**src/rtl/debounce_pkg.sv**
```systemverilog
// Shared types and constants for the debounce bank: hold-FSM encoding,
// counter width helper and default 25 MHz timing.
package debounce_pkg;

   typedef enum logic [1:0] {
      IDLE   = 2'd0,
      HOLD   = 2'd1,
      REPEAT = 2'd2,
      DONE   = 2'd3
   } hold_state_t;

   localparam int DEF_DEBOUNCE_LIMIT = 250000;    // 10 ms
   localparam int DEF_HOLD_LIMIT     = 12500000;  // 0.5 s
   localparam int DEF_REPEAT_LIMIT   = 2500000;   // 0.1 s

   // Bits needed to count 0..limit inclusive.
   function automatic int cnt_w(input int limit);
      return $clog2(limit + 1);
   endfunction

   function automatic int max2(input int a, input int b);
      return (a > b) ? a : b;
   endfunction

endpackage

```
**src/rtl/debounce_bank_if.sv**
```systemverilog
// Switch-in / event-out bundle between board switches and the debounce bank.
interface debounce_bank_if #(
   parameter int NUM_CH = 4
);
   logic [NUM_CH-1:0] i_Switch;
   logic [NUM_CH-1:0] o_Switch;
   logic [NUM_CH-1:0] o_Rise;
   logic [NUM_CH-1:0] o_Fall;
   logic [NUM_CH-1:0] o_Repeat;

   modport master (output i_Switch, input o_Switch, o_Rise, o_Fall, o_Repeat);
   modport slave  (input i_Switch, output o_Switch, o_Rise, o_Fall, o_Repeat);
endinterface

```
**src/rtl/debounce_channel.sv**
```systemverilog
// One switch lane: 2-flop synchronizer, stability-count debounce, registered
// edge pulses and a long-press / auto-repeat FSM.
module debounce_channel
   import debounce_pkg::*;
#(
   parameter int DEBOUNCE_LIMIT = DEF_DEBOUNCE_LIMIT,
   parameter int HOLD_LIMIT     = DEF_HOLD_LIMIT,
   parameter int REPEAT_LIMIT   = DEF_REPEAT_LIMIT
) (
   input  logic i_Clk,
   input  logic i_Rst_L,
   input  logic i_Switch,
   output logic o_Switch,
   output logic o_Rise,
   output logic o_Fall,
   output logic o_Repeat
);

   localparam int DW = cnt_w(DEBOUNCE_LIMIT);
   localparam int HW = cnt_w(max2(HOLD_LIMIT, REPEAT_LIMIT));
   localparam logic [DW-1:0] DB_MAX   = DW'(DEBOUNCE_LIMIT);
   localparam logic [HW-1:0] HOLD_MAX = HW'(HOLD_LIMIT);
   localparam logic [HW-1:0] REP_MAX  = HW'(REPEAT_LIMIT);

   logic          sync1, sync2;
   logic          state;
   logic [DW-1:0] cnt;
   logic          rise_q, fall_q;

   always_ff @(posedge i_Clk) begin
      if (!i_Rst_L) begin
         sync1  <= 1'b0;
         sync2  <= 1'b0;
         state  <= 1'b0;
         cnt    <= '0;
         rise_q <= 1'b0;
         fall_q <= 1'b0;
      end else begin
         sync1  <= i_Switch;
         sync2  <= sync1;
         rise_q <= 1'b0;
         fall_q <= 1'b0;
         // Terminal count commits whatever sync2 holds now; pulses only on a real change.
         if (cnt == DB_MAX) begin
            state  <= sync2;
            cnt    <= '0;
            rise_q <= sync2 & ~state;
            fall_q <= ~sync2 & state;
         end else if (sync2 != state) begin
            cnt <= cnt + 1'b1;
         end else begin
            cnt <= '0;
         end
      end
   end

   hold_state_t   hstate, hstate_nxt;
   logic [HW-1:0] hcnt, hcnt_nxt;
   logic          rep;

   always_ff @(posedge i_Clk) begin
      if (!i_Rst_L) begin
         hstate <= IDLE;
         hcnt   <= '0;
      end else begin
         hstate <= hstate_nxt;
         hcnt   <= hcnt_nxt;
      end
   end

   // A release wins over a coincident terminal count, suppressing that pulse.
   always_comb begin
      hstate_nxt = hstate;
      hcnt_nxt   = hcnt;
      rep        = 1'b0;
      if (fall_q) begin
         hstate_nxt = IDLE;
         hcnt_nxt   = '0;
      end else begin
         case (hstate)
            IDLE: begin
               if (rise_q) begin
                  hstate_nxt = HOLD;
                  hcnt_nxt   = HW'(1);
               end
            end
            HOLD: begin
               if (hcnt == HOLD_MAX) begin
                  rep        = 1'b1;
                  hcnt_nxt   = HW'(1);
                  hstate_nxt = (REPEAT_LIMIT > 0) ? REPEAT : DONE;
               end else begin
                  hcnt_nxt = hcnt + 1'b1;
               end
            end
            REPEAT: begin
               if (hcnt == REP_MAX) begin
                  rep      = 1'b1;
                  hcnt_nxt = HW'(1);
               end else begin
                  hcnt_nxt = hcnt + 1'b1;
               end
            end
            DONE: ;
            default: begin
               hstate_nxt = IDLE;
               hcnt_nxt   = '0;
            end
         endcase
      end
   end

   assign o_Switch = state;
   assign o_Rise   = rise_q;
   assign o_Fall   = fall_q;
   assign o_Repeat = rep;

endmodule

```
**src/rtl/debounce_bank.sv**
```systemverilog
// NUM_CH independent debounce lanes behind one interface; no shared state.
module debounce_bank
   import debounce_pkg::*;
#(
   parameter int NUM_CH         = 4,
   parameter int DEBOUNCE_LIMIT = DEF_DEBOUNCE_LIMIT,
   parameter int HOLD_LIMIT     = DEF_HOLD_LIMIT,
   parameter int REPEAT_LIMIT   = DEF_REPEAT_LIMIT
) (
   input  logic           i_Clk,
   input  logic           i_Rst_L,
   debounce_bank_if.slave bus
);

   for (genvar n = 0; n < NUM_CH; n++) begin : g_ch
      debounce_channel #(
         .DEBOUNCE_LIMIT (DEBOUNCE_LIMIT),
         .HOLD_LIMIT     (HOLD_LIMIT),
         .REPEAT_LIMIT   (REPEAT_LIMIT)
      ) u_ch (
         .i_Clk    (i_Clk),
         .i_Rst_L  (i_Rst_L),
         .i_Switch (bus.i_Switch[n]),
         .o_Switch (bus.o_Switch[n]),
         .o_Rise   (bus.o_Rise[n]),
         .o_Fall   (bus.o_Fall[n]),
         .o_Repeat (bus.o_Repeat[n])
      );
   end

endmodule

```
**src/flat_wrapper.sv**
```systemverilog
// flat-port wrapper written by rule: the top's interface ports become plain ports
module debounce_bank_flat import debounce_pkg::*;
#(
   parameter int NUM_CH         = 4,
   parameter int DEBOUNCE_LIMIT = DEF_DEBOUNCE_LIMIT,
   parameter int HOLD_LIMIT     = DEF_HOLD_LIMIT,
   parameter int REPEAT_LIMIT   = DEF_REPEAT_LIMIT
)
  (i_Clk, i_Rst_L, bus_i_Switch, bus_o_Switch, bus_o_Rise, bus_o_Fall, bus_o_Repeat);
  debounce_bank_if #(.NUM_CH(NUM_CH)) bus_i ();
  input  logic i_Clk;
  input  logic i_Rst_L;
  input wire logic [$bits(bus_i.i_Switch)-1:0] bus_i_Switch;
  output wire logic [$bits(bus_i.o_Switch)-1:0] bus_o_Switch;
  output wire logic [$bits(bus_i.o_Rise)-1:0] bus_o_Rise;
  output wire logic [$bits(bus_i.o_Fall)-1:0] bus_o_Fall;
  output wire logic [$bits(bus_i.o_Repeat)-1:0] bus_o_Repeat;
  assign bus_i.i_Switch = bus_i_Switch;
  assign bus_o_Switch = bus_i.o_Switch;
  assign bus_o_Rise = bus_i.o_Rise;
  assign bus_o_Fall = bus_i.o_Fall;
  assign bus_o_Repeat = bus_i.o_Repeat;
  debounce_bank #(.NUM_CH(NUM_CH), .DEBOUNCE_LIMIT(DEBOUNCE_LIMIT), .HOLD_LIMIT(HOLD_LIMIT), .REPEAT_LIMIT(REPEAT_LIMIT)) u_core (.i_Clk(i_Clk), .i_Rst_L(i_Rst_L), .bus(bus_i));
endmodule
```
**config.mk**
```make
export PLATFORM = sky130hd
export DESIGN_NAME = debounce_bank_flat
export DESIGN_NICKNAME = d
export VERILOG_FILES = /design/src/rtl/debounce_pkg.sv /design/src/rtl/debounce_bank_if.sv /design/src/rtl/debounce_channel.sv /design/src/rtl/debounce_bank.sv /design/src/flat_wrapper.sv
export SDC_FILE = /design/constraint.sdc
export NUM_CORES = 1
export LEC_CHECK = 0
export ABC_AREA = 1
export BUFFER_PORTS_ARGS = -buffer_cell sky130_fd_sc_hd__buf_4
export CAP_MARGIN = 20
export CORE_MARGIN = 2
export CORE_UTILIZATION = 26
export DETAILED_ROUTE_END_ITERATION = 7
export PLACE_DENSITY_LB_ADDON = 0.15
export SETUP_SLACK_MARGIN = 0.5
export SLEW_MARGIN = 40
export SYNTH_ARGS = -nofsm -noshare
export SYNTH_HDL_FRONTEND = slang
export SYNTH_HIERARCHICAL = 1
export SYNTH_SLANG_ARGS = --single-unit
```
**constraint.sdc**
```tcl
create_clock -name i_Clk -period 2.2 [get_ports i_Clk]
set_input_delay 0.22 -clock i_Clk [delete_from_list [all_inputs] [get_ports i_Clk]]
set_output_delay 0.22 -clock i_Clk [all_outputs]
set_load 0.01 [all_outputs]
```
== Word-level counts from Yosys, hierarchy flattened ==
Cells that the tools add are included.
Word-level totals
  register bits after elaboration: 196
  latch bits: 0
  memory bits (writable): 0
  memory bits (read-only): 0
  output and inout port bits: 16
  memories kept: 0
Cells by class
  add/sub/neg operators: 8
  $mul: 0
  div/mod/pow operators: 0
  order comparisons: 0
  equal/unequal tests: 32
  shifts and indexed selects: 0
  mux-type cells: 44
  bitwise logic cells: 21
  reductions and logical operators: 32
Operators by type and width (count)
  $mux W24: 12
  $pmux W24 S3: 4
  $add A24 B1 Y24 const B: 4
  $eq A24 B22 Y1 const B: 4
  $eq A24 B24 Y1 const B: 4
  $add A18 B1 Y18 const B: 4
  $eq A18 B18 Y1 const B: 4
  $mux W2: 8
  $ne A2 B2 Y1 const B: 8
  $pmux W2 S2: 4
  $reduce_and A2 Y1: 8
  $not A1 Y1: 13
  $mux W1: 12
  $reduce_and A3 Y1: 4
  $reduce_bool A3 Y1: 4
  $reduce_or A3 Y1: 4
  $and A1 B1 Y1: 8
  $eq A2 B1 Y1 const B: 4
  $eq A2 B2 Y1 const B: 4
  $logic_not A2 Y1: 4
  $pmux W1 S2: 4
  $reduce_bool A2 Y1: 4
  $reduce_or A2 Y1: 4
  $ne A1 B1 Y1: 4

== Logic depth before layout (Yosys ltp) ==
  depth in word-level cells: 4
  gate-level depth with buffers: 14
  depth with buffers taken out: 13

== Modules after synthesis ==
Netlist, hierarchy kept.
By module, submodules not included
  debounce_channel at u_core.g_ch[0].u_ch ...: instances 3, cells each 435, area each 2821.5 sq um
  debounce_channel at u_core.g_ch[3].u_ch: instances 1, cells each 441, area each 3049.2 sq um

== Worst setup path after synthesis ==
OpenSTA, ideal clock, no wires.
  path type: reg-to-reg
  start: register u_core.g_ch[3].u_ch.hstate[0]
  end: register u_core.g_ch[3].u_ch.hcnt[15]
  library setup time: 0.116 ns
  arrival: 1.507 ns
  data required time: 2.084 ns
  slack: 0.577 ns
  cell stages (with the launch flop): 12
  path buffers: 1
  path through: dfxtp_1 inv_1 ha_1 inv_1 nor2_2 nor2_4 inv_2 buf_6 nor2_4 nand4_1 xor2_1 nor2_2
Between the ends
  longest elaborated chain between the ends: 3
RTL lines
  start: declaration: RTL line debounce_channel.sv:57  | hold_state_t hstate, hstate_nxt;
  start signal: assignment: RTL line debounce_channel.sv:66  | hstate <= hstate_nxt;
  $eq A2 B2 Y1 (tied with other cells): RTL line debounce_channel.sv:80  | case (hstate)
  $reduce_bool A3 Y1 (no source line) / $ne A2 B2 Y1 (equally long branches)
  $reduce_and A2 Y1 (no source line)
  end signal: assignment: RTL line debounce_channel.sv:67  | hcnt <= hcnt_nxt;
  end: declaration: RTL line debounce_channel.sv:58  | logic [HW-1:0] hcnt, hcnt_nxt;
Parallel ways exist; a longest one is shown, timed or not.
A chain may end at the register's enable or synchronous reset.

== Worst setup path in the final report ==
  start: register u_core.g_ch[2].u_ch.hcnt[17]
  end: output bus_o_Repeat[2]
Between the ends
  longest elaborated chain between the ends: 4
RTL lines
  start: declaration: RTL line debounce_channel.sv:58
  start signal: assignment: RTL line debounce_channel.sv:67
  $eq A24 B22 Y1 / $eq A24 B24 Y1 (equally long branches): RTL line debounce_channel.sv:97, debounce_channel.sv:88
  $mux W1, on equally long branches: RTL line debounce_channel.sv:97, debounce_channel.sv:88
  $pmux W1 S2 *: RTL line debounce_channel.sv:80
  $mux W1 *: RTL line debounce_channel.sv:76  | if (fall_q) begin
  end: declaration: RTL line flat_wrapper.sv:17  | output wire logic [$bits(bus_i.o_Repeat)-1:0] bus_o_Repeat;
Every way passes the cells marked *; elsewhere a longest branch is shown, timed or not.

==> flow_summary.toml <==
[pwr]
combinationalPowerShare_pct = 8.4
p_leak_nw = 5.282
seqPwrFrac_pct = 48.7
p_per_area_nw_per_um2 = 499.6
p_clk_share_pct = 42.9
power_switching_mw = 1.984
p_sw_share_pct = 26.99
p_int_mw = 5.367
ir_worst_vdd_uv = 494.1

[synthesis]
synth.ff_latch_count = 196
post-synth-top-count-cell = "nand2_1"
synthSimpleGateAreaFrac_pct = 41.56
synth_ff_type = "dfxtp_1"
syn_nets = 1792
ys_top_cells_by_area = "dfxtp_1 34%, nand2_1 13%, nor2_1 9.8%"
synthMuxAreaShare_pct = 0
synth_top_family_by_area = "simple AND/OR/NAND/NOR gates"
avgSynthCellArea_sq_um = 6.594
synth-edff-count = 0
syn_inst = 1746
synth_area_sq_um = 11510
synthArstFlopShare_pct = 0
synth_compound_area_share_pct = 5.705
synthAdderAreaFrac_pct = 4.347
ys_warn_count = 6
yosysTopAreaCellShare_pct = 34.08
synth_seq_area_share_pct = 34.08
synth_area_leader_cell = "dfxtp_1"
synthTopCellsByCount = "411 x nand2_1, 301 x nor2_1, 234 x inv_1"
ys_types = 41
yosys.area_share.xor_xnor_pct = 5.097

[timing]
fin_skew_ns = 0.01240
fmax_mhz = 471.9
slew_violations = 0
worstMarginPinSlew_ns = 0.6489
slew_headroom_pct = 56.69
period_minus_slack_ns = 2.119
finalCritPeriodShare_pct = 96.32
rsz0062_at_grt = "yes"
whs_ns = 0.06210
final-hold-violation-count = 0
setup_viol_count_final = 0

[critical_path]
cp_data_required_time_ns = 1.98
arrival_ns = 1.90
r2r_end = "u_core/g_ch[2].u_ch/hcnt[1]$_SDFFE_PP0P_"
cp_max_fo = 5
crit_type = "register to output port"
crit_path_end_kind = "output port"
reg2reg_from = "u_core/g_ch[2].u_ch/hcnt[13]$_SDFFE_PP0P_"
r2r_setup_slack_ns = 0.31
r2r_cells = 15
crit_path_start_kind = "register"

[clock_network]
htree_levels = 4
path_clk_slew_ns = 0.08
clock_latency_ns = 0.49
cts_buffers = 17
cts_tree = "yes"
cts_max_path_buffers = 2
root_buffer = "clkbuf_16"
cts_sinks = 196

[die]
die_h_um = 214.4
start_util_pct = 26.21
dieArea_sq_um = 45980
ios = 22
rows = 77
core_area_sq_um = 43930
die_w_um = 214.4

[finish]
seq_area_sq_um = 4014
fin_nets = 1894
fillers = 4797
final_area_sq_um = 14710
area_delta_synth_final_pct = 27.80
final_util_pct = 33.49
multi_input_area_sq_um = 7566
drive_gt1_share_pct = 26.28

[route]
drc = 0
first_pass_iters = 6
drtIter0Drc = 560
via_per_inst = 4.437
drtAntennaViolNets = 0
drt-total-wl_um = 30170
wl_per_cell_um = 12.29
via_count = 10890

[global_route]
antenna_found_initial = 1
grt_pass1_wl_um = 50440
grt.total_usage_pct = 13.37
grt_overflow = 0
grt_pass1_vias = 10350
grt_max_degree = 19

[place]
place_congestion = 0.8023
io_buffers = 21
dp_hpwl_um = 21010
dpl-instance-area_sq_um = 12410

[worst_hold_path]
hold_depth = 3
hold_class = "primary input to register"
hold_end = "u_core/g_ch[2].u_ch/sync2$_SDFF_PN0_"
holdCritStartpoint = "i_Rst_L"

[run_status]
status = "finished, final reports clean"

[flow_run]
cap_viol_max_count = 0
[worst max path at each step]
stage | start | endpoint | slack [ns] | depth (start not counted)
floorplan | u_core/g_ch[3].u_ch/hstate[0]$_SDFFE_PP0P_ | u_core/g_ch[3].u_ch/hcnt[15]$_SDFFE_PP0P_ | 0.58 | 11
global placement | u_core/g_ch[0].u_ch/hstate[0]$_SDFFE_PP0P_ | u_core/g_ch[0].u_ch/hcnt[16]$_SDFFE_PP0P_ | 0.35 | 9
detailed placement | u_core/g_ch[1].u_ch/hstate[1]$_SDFFE_PP0P_ | u_core/g_ch[1].u_ch/hcnt[20]$_SDFFE_PP0P_ | 0.27 | 9
CTS | u_core/g_ch[3].u_ch/hcnt[0]$_SDFFE_PP0P_ | bus_o_Repeat[3] | 0.03 | 9
global route | u_core/g_ch[2].u_ch/hcnt[0]$_SDFFE_PP0P_ | bus_o_Repeat[2] | -0.08 | 9
finish | u_core/g_ch[2].u_ch/hcnt[17]$_SDFFE_PP0P_ | bus_o_Repeat[2] | 0.08 | 6
[per-stage QoR]
| step | std cells | TNS, ns | worst slack, ns | total power, mW |
|---|---|---|---|---|
| after floorplan | 1746 | 0 | 0.5769 | 3.942 |
| after global placement | 2355 | 0 | 0.3539 | 4.060 |
| after detailed placement | 2355 | 0 | 0.2743 | 4.062 |
| after CTS | 2423 | 0 | 0.03465 | 7.442 |
| after global routing | 2454 | -0.07788 | -0.07788 | 7.728 |
| final | 2454 | 0 | 0.08099 | 7.351 |
[placed cells by master (no fill, tap or decap), types with 55 or more instances in the layout]
| master | Yosys | layout |
|---|---|---|
| buf_4 | 4 | 79 |
| nand3_1 | 146 | 111 |
| inv_1 | 234 | 215 |
| xor2_1 | 58 | 55 |
| nand2_1 | 411 | 376 |
| nor2_1 | 301 | 251 |
| a21oi_1 | 75 | 57 |
| dfxtp_1 | 196 | 130 |
| nor2_2 | 37 | 56 |
| dfxtp_2 | 0 | 63 |
[flip-flops by register name, indices dropped and copies added (netlist names)]
name                       cells
u_core/g_ch.u_ch/cnt          72
u_core/g_ch.u_ch/hcnt         96
u_core/g_ch.u_ch/hstate        8
u_core/g_ch.u_ch/o_Fall        4
u_core/g_ch.u_ch/o_Rise        4
u_core/g_ch.u_ch/o_Switch      4
u_core/g_ch.u_ch/sync1         4
u_core/g_ch.u_ch/sync2         4
[kinds of logic (layout without fill, tap and decap cells)]
kind of cell,Yosys count,after routing
xor+xnor,67,67
flops,196,196
buf+inv,265,376
simple gates,1059,1063
fa+ha+maj,40,40
other cells,0,1
compound gates,119,119
[critical path, cell delays in order (launching register included)]
cell and delay (ns):
dfxtp_4 0.38, nand2_1 0.04, nand3b_1 0.27, nor2_4 0.19, nand3_2 0.09, a211oi_2 0.27
buf_4 0.17
[per-layer routing]
layer	part of all wire, %	up-vias	GRT usage (%)
li1	-	5727	-
met1	48	5039	16.77
met2	47	94	21.94
met3	2.9	29	3.433
met4	2.2	0	5.255
met5	0	-	0
[power groups by stage]
stage	registers (mW)	logic, mW	clock network, mW
floorplan	3.66	0.277	0
global placement	3.67	0.392	0
detailed placement	3.67	0.392	0
CTS	3.58	0.509	3.35
global route	3.59	0.670	3.47
finish	3.58	0.614	3.15
[cell type report]
type / instances / share of cell area (%)
Inverter: 241 / 6.199
Tap cell: 592 / 5.034
Sequential cell: 196 / 27.28
Timing Repair Buffer: 103 / 6.122
Clock inverter: 12 / 0.7568
Multi-Input combinational cell: 1289 / 51.42
Antenna cell: 1 / 0.01701
Clock buffer: 20 / 3.172
[what timing repair did]
item	CTS	global route
cloned	6	1
gates resized for setup	141	215
setup buffers	26	29
hold buffers	4	0
endpoints found under the hold margin	4	0
pin swaps	34	50
setup endpoints to repair	131	142
No activity file was read; power rests on OpenSTA's default activity.
